$ cat config.mk
export PLATFORM = sky130hd
export DESIGN_NAME = uart_rx_fifo
export DESIGN_NICKNAME = d
export VERILOG_FILES = /design/src/rtl/uart_pkg.sv /design/src/rtl/sync_fifo.sv /design/src/rtl/uart_rx_fifo.sv
export SDC_FILE = /design/constraint.sdc
export NUM_CORES = 1
export LEC_CHECK = 0
export CAP_MARGIN = 20
export CORE_AREA = 8 8 115 117
export DETAILED_ROUTE_END_ITERATION = 16
export DIE_AREA = 0 0 123 125
export GPL_TIMING_DRIVEN = 0
export PLACE_DENSITY = 0.45
export SETUP_SLACK_MARGIN = 0.5
export SLEW_MARGIN = 0
export SYNTH_ARGS = -nofsm -noshare
export SYNTH_HDL_FRONTEND = slang
export SYNTH_SLANG_ARGS = --single-unit
$ cat constraint.sdc
create_clock -name clk -period 3.48 [get_ports clk]
set_input_delay 0.87 -clock clk [delete_from_list [all_inputs] [get_ports clk]]
set_output_delay 0.87 -clock clk [all_outputs]
set_load 0.05 [all_outputs]
$ cat src/rtl/uart_pkg.sv
// uart_pkg: shared parity modes, receiver state encoding and sizing helpers
package uart_pkg;
  localparam int PAR_NONE = 0;
  localparam int PAR_ODD  = 1;
  localparam int PAR_EVEN = 2;
  typedef enum logic [2:0] {S_IDLE, S_START, S_DATA, S_PAR, S_STOP} rx_state_t;
  function automatic int cycles_per_bit(input int clk_hz, input int bit_rate);
    return clk_hz / bit_rate;
  endfunction
  function automatic int entry_width(input int payload_bits);
    return payload_bits + 2;
  endfunction
endpackage

$ cat src/rtl/sync_fifo.sv
// sync_fifo: first-word-fall-through circular buffer with wrapping pointers
module sync_fifo #(
  parameter int WIDTH = 10,
  parameter int DEPTH = 4
) (
  input  logic                   clk,
  input  logic                   resetn,
  input  logic                   i_push,
  input  logic [WIDTH-1:0]       i_din,
  input  logic                   i_pop,
  output logic [WIDTH-1:0]       o_dout,
  output logic                   o_full,
  output logic                   o_empty,
  output logic [$clog2(DEPTH):0] o_count
);
  localparam int AW = $clog2(DEPTH);
  localparam int CW = AW + 1;
  logic [WIDTH-1:0] r_mem [DEPTH];
  logic [AW-1:0]    r_wptr, r_rptr;
  logic [CW-1:0]    r_count;
  logic             w_wr, w_rd;
  assign o_full  = r_count == CW'(DEPTH);
  assign o_empty = r_count == '0;
  assign w_rd    = i_pop & ~o_empty;
  // a full buffer still takes a write when the head leaves in the same cycle
  assign w_wr    = i_push & (~o_full | w_rd);
  assign o_dout  = o_empty ? '0 : r_mem[r_rptr];
  assign o_count = r_count;
  always_ff @(posedge clk or negedge resetn)
    if (!resetn) begin
      r_wptr  <= '0;
      r_rptr  <= '0;
      r_count <= '0;
    end else begin
      r_wptr  <= r_wptr + AW'(w_wr);
      r_rptr  <= r_rptr + AW'(w_rd);
      r_count <= r_count + CW'(w_wr) - CW'(w_rd);
    end
  always_ff @(posedge clk)
    if (w_wr) r_mem[r_wptr] <= i_din;
endmodule

$ cat src/rtl/uart_rx_fifo.sv
// uart_rx_fifo: UART receiver with configurable framing, error flags and a receive FIFO
module uart_rx_fifo
  import uart_pkg::*;
#(
  parameter int CLK_HZ       = 10_000_000,
  parameter int BIT_RATE     = 115200,
  parameter int PAYLOAD_BITS = 8,
  parameter int STOP_BITS    = 1,
  parameter int PARITY       = 0,
  parameter int FIFO_DEPTH   = 4
) (
  input  logic                          clk,
  input  logic                          resetn,
  input  logic                          uart_rxd,
  output logic [PAYLOAD_BITS-1:0]       rx_data,
  output logic                          rx_parity_err,
  output logic                          rx_frame_err,
  output logic                          rx_valid,
  input  logic                          rx_ready,
  output logic [$clog2(FIFO_DEPTH):0]   fifo_count,
  output logic                          overflow,
  input  logic                          clr_overflow
);
  localparam int CPB  = cycles_per_bit(CLK_HZ, BIT_RATE);
  localparam int HALF = CPB / 2;
  localparam int EW   = entry_width(PAYLOAD_BITS);
  localparam int TW   = $clog2(CPB + 1);
  localparam int IW   = $clog2(PAYLOAD_BITS + 1);
  logic [1:0]              r_sync;
  logic                    r_prev, w_line, w_fall, w_tick;
  rx_state_t               r_state, w_state_nxt;
  logic [TW-1:0]           r_cnt, w_cnt_nxt;
  logic [IW-1:0]           r_idx, w_idx_nxt;
  logic [PAYLOAD_BITS-1:0] r_shift, w_shift_nxt;
  logic                    r_perr, w_perr_nxt, r_ferr, w_ferr_nxt;
  logic                    w_push, w_full, w_empty, w_drop, r_ovf;
  logic [EW-1:0]           w_entry, w_dout;
  assign w_line = r_sync[1];
  assign w_fall = r_prev & ~w_line;
  assign w_tick = r_cnt == TW'(CPB - 1);
  always_ff @(posedge clk or negedge resetn)
    if (!resetn) begin
      r_sync  <= 2'b11;
      r_prev  <= 1'b1;
      r_state <= S_IDLE;
      r_cnt   <= '0;
      r_idx   <= '0;
      r_shift <= '0;
      r_perr  <= 1'b0;
      r_ferr  <= 1'b0;
    end else begin
      r_sync  <= {r_sync[0], uart_rxd};
      r_prev  <= w_line;
      r_state <= w_state_nxt;
      r_cnt   <= w_cnt_nxt;
      r_idx   <= w_idx_nxt;
      r_shift <= w_shift_nxt;
      r_perr  <= w_perr_nxt;
      r_ferr  <= w_ferr_nxt;
    end
  always_comb begin
    w_state_nxt = r_state;
    w_cnt_nxt   = r_cnt + TW'(1);
    w_idx_nxt   = r_idx;
    w_shift_nxt = r_shift;
    w_perr_nxt  = r_perr;
    w_ferr_nxt  = r_ferr;
    w_push      = 1'b0;
    case (r_state)
      S_IDLE: begin
        w_cnt_nxt   = '0;
        w_state_nxt = w_fall ? S_START : S_IDLE;
      end
      S_START:
        if (r_cnt == TW'(HALF - 1)) begin
          w_cnt_nxt   = '0;
          w_idx_nxt   = '0;
          w_perr_nxt  = 1'b0;
          w_ferr_nxt  = 1'b0;
          w_state_nxt = w_line ? S_IDLE : S_DATA;
        end
      S_DATA:
        if (w_tick) begin
          w_cnt_nxt   = '0;
          w_shift_nxt = {w_line, r_shift[PAYLOAD_BITS-1:1]};
          w_idx_nxt   = r_idx + IW'(1);
          if (r_idx == IW'(PAYLOAD_BITS - 1)) begin
            w_idx_nxt   = '0;
            w_state_nxt = (PARITY != PAR_NONE) ? S_PAR : S_STOP;
          end
        end
      S_PAR:
        if (w_tick) begin
          w_cnt_nxt   = '0;
          w_perr_nxt  = ((^r_shift) ^ w_line) == (PARITY == PAR_EVEN);
          w_state_nxt = S_STOP;
        end
      S_STOP:
        if (w_tick) begin
          w_cnt_nxt  = '0;
          w_ferr_nxt = r_ferr | ~w_line;
          w_idx_nxt  = r_idx + IW'(1);
          if (r_idx == IW'(STOP_BITS - 1)) begin
            w_push      = 1'b1;
            w_state_nxt = S_IDLE;
          end
        end
      default: w_state_nxt = S_IDLE;
    endcase
  end
  // the last stop sample is folded in combinationally so the push needs no extra cycle
  assign w_entry = {w_ferr_nxt, r_perr, r_shift};
  sync_fifo #(.WIDTH(EW), .DEPTH(FIFO_DEPTH)) u_fifo (
    .clk     (clk),
    .resetn  (resetn),
    .i_push  (w_push),
    .i_din   (w_entry),
    .i_pop   (rx_ready),
    .o_dout  (w_dout),
    .o_full  (w_full),
    .o_empty (w_empty),
    .o_count (fifo_count)
  );
  assign rx_valid = ~w_empty;
  assign {rx_frame_err, rx_parity_err, rx_data} = w_dout;
  assign w_drop   = w_push & w_full & ~(rx_valid & rx_ready);
  assign overflow = r_ovf;
  always_ff @(posedge clk or negedge resetn)
    if (!resetn) r_ovf <= 1'b0;
    else         r_ovf <= (r_ovf & ~clr_overflow) | w_drop;
endmodule

==> After elaboration in Yosys (flattened, before gate mapping) <==
Memories as Yosys holds them, arrays and structs flattened.
Index checks and enable logic that the tools add are counted.
{ "word_totals": {"elab_cells": 89, "mem_count": 1, "output_inout_bits": 15, "ramBits": 40, "in_bits": 5, "ff_bits": 35} }
{ "mem_list": {"columns": ["memory", "depth", "word_bits", "rd", "rd_ports_with_merged_regs", "write_ports", "line_no", "rtl"], "rows": [
  ["u_fifo.r_mem", 4, 10, 1, 0, 1, "sync_fifo.sv:18", "logic [WIDTH-1:0] r_mem [DEPTH];"]
]} }
{ "op_classes": {"eq_ne": 14, "add_sub_neg": 6, "bitwise_logic": 16, "reduce_logical": 11, "mux": 29} }
{ "op_table": {"columns": ["operator", "count"], "rows": [
  ["case mux 7 bit (3 select lines)", 1],
  ["2-to-1 mux 3 bit", 6],
  ["2-to-1 mux 4 bit", 4],
  ["case mux 3 bit (5 select lines)", 1],
  ["2-to-1 mux 7 bit", 2],
  ["inequality test 2 bit, second input constant", 6],
  ["case mux 4 bit (3 select lines)", 1],
  ["2-to-1 mux 1 bit", 10],
  ["2-to-1 mux 10 bit", 1],
  ["parity 8 bit", 1],
  ["adder 7 x 1 -> 7 bit, second input constant", 1],
  ["== test 7 x 6 -> 1 bit, second input constant", 1],
  ["== test 7 bit, second input constant", 1],
  ["bitwise AND 1 bit", 6],
  ["== test 3 x 2 -> 1 bit, second input constant", 2],
  ["== test 3 bit, second input constant", 2],
  ["zero test 3 bit", 2],
  ["NOT 1 bit", 6],
  ["AND reduction 6 bit", 1],
  ["adder 2 x 1 -> 2 bit", 2],
  ["adder 4 x 1 -> 4 bit, second input constant", 1],
  ["== test 4 x 3 -> 1 bit, second input constant", 1],
  ["zero test 4 bit", 1],
  ["case mux 1 bit (2 select lines)", 2],
  ["12 further kinds", 14]
]} }

==> Longest topological paths before layout <==
{ "depth": {"ltp_word": 7, "ltp_mapped": 12, "mapped_depth_nobuf": 11} }

==> Hierarchy <==
A second synthesis with hierarchy kept.
{ "hier_totals": {"hier_cells": 224, "hier_area_um2": 3339.5} }
{ "modules_own_cells": {"columns": ["module", "area_per_inst_um2", "cells_each", "n_inst", "seq_area_each_um2"], "rows": [
  ["sync_fifo", 1880.6, 93, 1, 1376.3],
  ["uart_rx_fifo", 1458.9, 131, 1, 704.4]
]} }

==> Worst setup path after synthesis <==
Ideal clock, no wire load.
{ "synth_timing": {"kind": "register -> register", "start": "register r_cnt[1]", "end": "memory u_fifo.r_mem[2][0] (enable)", "path_stages_with_launch": 8, "period_less_slack_ns": 2.747, "setup_ns": 0.392, "required_time_ns": 3.088, "arrival_time_ns": 2.354, "n_path_buf": 1, "path_slack_ns": 0.733, "path_cell_list": "dfrtp_1 -> inv_1 -> ha_1 -> and4b_1 -> buf_6 -> nand2_4 -> or4b_4 -> nor3b_1"} }
{ "synth_between": {"elab_chain_cells": 6} }
{ "synth_rtl": {"columns": ["item", "line_no", "rtl"], "rows": [
  ["start, declared", "uart_rx_fifo.sv:32", "logic [TW-1:0] r_cnt, w_cnt_nxt;"],
  ["start signal, assigned", "uart_rx_fifo.sv:55", "r_cnt <= w_cnt_nxt;"],
  ["== test 7 bit", "uart_rx_fifo.sv:40", "assign w_tick = r_cnt == TW'(CPB - 1);"],
  ["2-to-1 mux 1 bit", "uart_rx_fifo.sv:99", "if (w_tick) begin"],
  ["2-to-1 mux 1 bit", "uart_rx_fifo.sv:69", "case (r_state)"],
  ["bitwise AND 1 bit", "sync_fifo.sv:26", "assign w_wr = i_push & (~o_full | w_rd);"],
  ["2-to-1 mux 1 bit", "sync_fifo.sv:40", "if (w_wr) r_mem[r_wptr] <= i_din;"],
  ["2-to-1 mux 1 bit (implied by the code)", "sync_fifo.sv:40", null],
  ["end, declared", "sync_fifo.sv:18", null]
]} }
Every way passes these cells.

==> Final worst setup path <==
{ "layout_timing": {"start": "register u_fifo.r_rptr[0]", "end": "output rx_data[5]"} }
{ "layout_between": {"elab_chain_cells": 2} }
{ "layout_rtl": {"columns": ["item", "line_no", "rtl"], "rows": [
  ["start, declared", "sync_fifo.sv:19", "logic [AW-1:0] r_wptr, r_rptr;"],
  ["start signal, assigned", "sync_fifo.sv:36", "r_rptr <= r_rptr + AW'(w_rd);"],
  ["memory read (4 x 10 bit)", null, null],
  ["2-to-1 mux 10 bit", "sync_fifo.sv:27", "assign o_dout = o_empty ? '0 : r_mem[r_rptr];"],
  ["end, declared", "uart_rx_fifo.sv:15", "output logic [PAYLOAD_BITS-1:0] rx_data,"]
]} }
Every way passes these cells.

==> impl_summary.txt <==
----------------------------------------------------
[Status]
  Result of the run ... finished clean

[Pwr]
  VDD IR-drop max ... 369 uV
  Pwr/cell area ... slightly above 700 mW/mm^2
  Static leakage ... 0.00164 uW
  Overall power after layout ... 2840 uW

[Worst hold path]
  Hold EP ... r_sync[1]
  Worst hold path stage count ... 0
  Worst hold path startpoint ... r_sync[0]
  Classification of the worst-slack hold path ... flip-flop to flip-flop

[Worst setup path]
  Critical path data required time ... 2.61 ns
  Cell breakdown of the critical path ... buf_4 > mux4_2 > nor2b_1 > dlygate4sd2_1
  WS Path Type ... flip-flop to output port
  Maximum single-stage delay on the critical path ... about 0.51 ns
  Cell at the slowest stage of the critical path ... mux4_2
  Buf+Inv Stages, Crit Path ... 2
  Endpoint of the most critical register-to-register path ... u_fifo.r_mem[2][1]
  Delay-heaviest family, CP ... buffers and inverters
  Critical path depth ... 4
  Kind of end point of the critical path ... output port
  Crit path max fanout ... 10
  Register-to-register setup slack ... between 0.6 and 0.7 ns
  Type of element launching the critical path ... flip-flop
  Cell count of the worst reg-to-reg path ... 7
  Data arrival, critical path ... 2.02 ns
  Launch point of the worst reg-to-reg path ... r_cnt[1]

[Finish]
  Layout cells sized above 1 ... 0.235
  Finished Layout Cells ... 411
  Area of all placed cells without fillers ... 0.00399 sq mm
  Area grow syn2layout ... 19.6%
  Fill cell instance count of the final layout ... 1137
  Layout Nets ... ~270
  Antenna diodes ... 0

[Logic synthesis]
  Post-synthesis net count ... between 200 and 250
  Number of enable flip-flop cells after synthesis ... 40
  Fraction of registers with async set/reset ... 0.467
  XOR/XNOR Fraction of Synth Area ... 0.0461
  Unique masters post-synth ... 46
  Adder and majority cell fraction of the synthesized area ... 0.0398
  Most used flip-flop cell after synthesis ... edfxtp_1
  Share of synthesized area occupied by flip-flops and latches ... 0.624
  Largest family of logic cells by synthesized area ... simple AND/OR/NAND/NOR gates
  Share of synthesized area spent on multiplexers ... 0.0979
  Mapped cell area ... around 0.0033 sq mm
  Simple-gate share of the synthesized area ... 0.123
  Mapped Cells ... 228
  Flip-flop and latch count after synthesis ... 75
  Post-synthesis compound-gate area fraction ... 0.0413
  Count of yosys warnings during synthesis ... 0
  Synth Area per Inst ... roughly 15 sq um

[Route]
  Vias after detailed routing ... 1849
  Initial DRT Pass Iterations ... 4
  Number of DRC markers after the initial detailed-route iteration ... 75
  Post-Route WL ... 6130 um
  # DRC ... 0
  Via-per-instance ratio ... 4.50
  Number of nets with antenna violations after detailed routing ... 0
  Mean routed wirelength per cell ... 14.9 um

[Run]
  Max Cap Viol ... 0

[GRT]
  Via count of the first global-routing pass ... roughly 2000
  Pin count of the biggest net entering global routing ... 36
  GR Overflow Total ... 0
  Number of antenna violations at the first check in global routing ... 0
  Total global-route track usage ... 0.0857
  First-pass GRT wire length ... 10200 um

[CTS]
  Clock-pin transition on the worst setup and hold timing paths ... 0.07 ns
  Setup Buffers After CTS ... 0
  CTS H-Tree Depth ... 3
  Clk_lat worst skew ... between 0.3 and 0.4 ns
  # clock sinks ... 75
  Deepest clock path buffer count ... 2
  CTS buffer count ... 9
  Clk root buf ... clkbuf_16
  CTS tree ... yes
  Number of hold buffers added after CTS ... 0

[Timing]
  Number of slew-limit violations in the final report ... 0
  Slew HR ... 0.413
  Accumulated negative setup slack ... 0 ns
  Post-route worst setup slack ... 0.594 ns
  Endpoints failing setup ... 0
  Final-report hold violation count ... 0
  Worst-case clock skew ... 0.0130 ns
  Time the worst path needs with I/O delays and setup ... 2.89 ns
  Worst Max-Slew Pin Slew ... 0.877 ns
  F_max ... 0.347 GHz
  Unrepaired setup endpoints after global routing ... no
  Final period utilization ... 0.829

[Die]
  Die extent in y ... 125 um
  Top-level I/O count ... 20
  Total Die Area ... 0.0154 sq mm
  Width of the chip ... 123 um
  # rows ... 40
  Core area ... 0.0116 sq mm
  Initial core utilization ... 0.287

[Placement]
  Cell area reported after detailed placement ... 0.00372 sq mm
  Pre-CTS setup slack ... approximately 0.25 ns
  Port Buffers ... 19
  Estimated wirelength of the detail-placed design ... 4030 um
  Number of cells in the design after placement ... 395
  Final weighted congestion in routability-driven placement ... 0.742

----------------------------------------------------
==> metal layers <==
layer	up-vias	global-route usage	routed length [um]	part of all wire
met5	-	0	0	0
met4	0	0.0446	59	0.0096
met3	4	0.0180	186	0.030
met2	18	0.141	3160	0.52
met1	928	0.102	2720	0.44
li1	899	-	-	-
==> synthesized netlist by cell type (all sizes together) (2+ instances only) <==
cell type / n / area (sq um)
ha: 9 / 113
clkbuf: 4 / 16.3
nor3: 3 / 15.0
a21oi: 5 / 25.0
or4b: 2 / 23.8
and3: 3 / 18.8
nor4: 2 / 12.5
mux4: 10 / 225
nor3b: 5 / 53.8
a211o: 2 / 17.5
xnor2: 8 / 70.1
o32ai: 2 / 17.5
dfstp: 3 / 78.8
mux2: 9 / 101
nand2: 8 / 37.5
dfrtp: 32 / 801
inv: 15 / 56.3
buf: 3 / 21.3
nor2b: 15 / 93.8
o21ai: 4 / 20.0
xor2: 7 / 61.3
edfxtp: 40 / 1200
nand3: 12 / 60.1
nor2: 10 / 37.5
==> stage by stage <==
stage                     hold slack [ns]   util
after floorplan                     0.345      -
after global placement              0.347  0.320
after detailed placement            0.349  0.321
after CTS                           0.357  0.345
after global routing                0.362  0.344
final                               0.355  0.344
==> sequential cells by signal (all words and copies together), names as in the netlist <==
register,flops
r_prev,1
r_shift,8
r_ferr,1
u_fifo.r_wptr,2
r_idx,4
r_perr,1
overflow,1
u_fifo.r_rptr,2
u_fifo.o_count,3
r_state,3
r_sync,2
r_cnt,7
u_fifo.r_mem,40
==> power breakdown <==
part	internal [uW]	switching [uW]	leakage (uW)	total, uW
logic	325	570	0.000648	895
registers	994	73.3	0.000860	1070
clock network	494	384	0.000135	878
total	1810	1030	0.00164	2840
==> what timing repair did <==
action | 4_1_cts | 5_1_grt
resized for setup | 15 | 11
pin swaps | 0 | 0
setup endpoints to repair | 11 | 15
==> cell type report <==
class	instances	area, sq um	area share
sequential	75	2080	0.522
multi-input combinational	131	1180	0.296
clock buffer	9	225	0.0565
tap	147	184	0.0461
timing repair buffer	20	160	0.0402
clock inverter	7	57.6	0.0144
inverter	15	56.3	0.0141
buffer	7	42.5	0.0107
==> placed cells by master (no fill, tap or decap), types with 3 or more instances in the layout <==
cell type / n
and3_1: 3
ha_1: 9
o21ai_0: 4
xor2_1: 7
mux2_2: 9
xnor2_1: 8
clkbuf_2: 8
a21oi_1: 5
nor2_1: 10
nor2b_1: 15
inv_6: 3
dfrtp_1: 32
edfxtp_1: 40
inv_1: 14
nand3_1: 12
nand2_1: 7
clkdlybuf4s50_1: 7
dfstp_2: 3
clkbuf_16: 9
mux4_2: 10
dlygate4sd2_1: 6
==> logic make-up after synthesis <==
kind of cell / count (synthesis)
compound gates: 19
fa+ha+maj: 10
simple gates: 67
mux: 19
xor+xnor: 16
flops: 75
buf+inv: 22
==> worst max-delay path by stage <==
stage	to	from	slack [ns]
floorplan	u_fifo.r_mem[2][0]	r_cnt[1]	0.73
global placement	u_fifo.r_mem[2][4]	rx_ready	-0.35
detailed placement	u_fifo.r_mem[1][4]	rx_ready	0.25
CTS	rx_data[6]	u_fifo.r_rptr[0]	0.53
global route	rx_data[2]	u_fifo.r_rptr[0]	0.50
finish	rx_data[5]	u_fifo.r_rptr[0]	0.59
No activity file was read; power rests on OpenSTA's default activity.
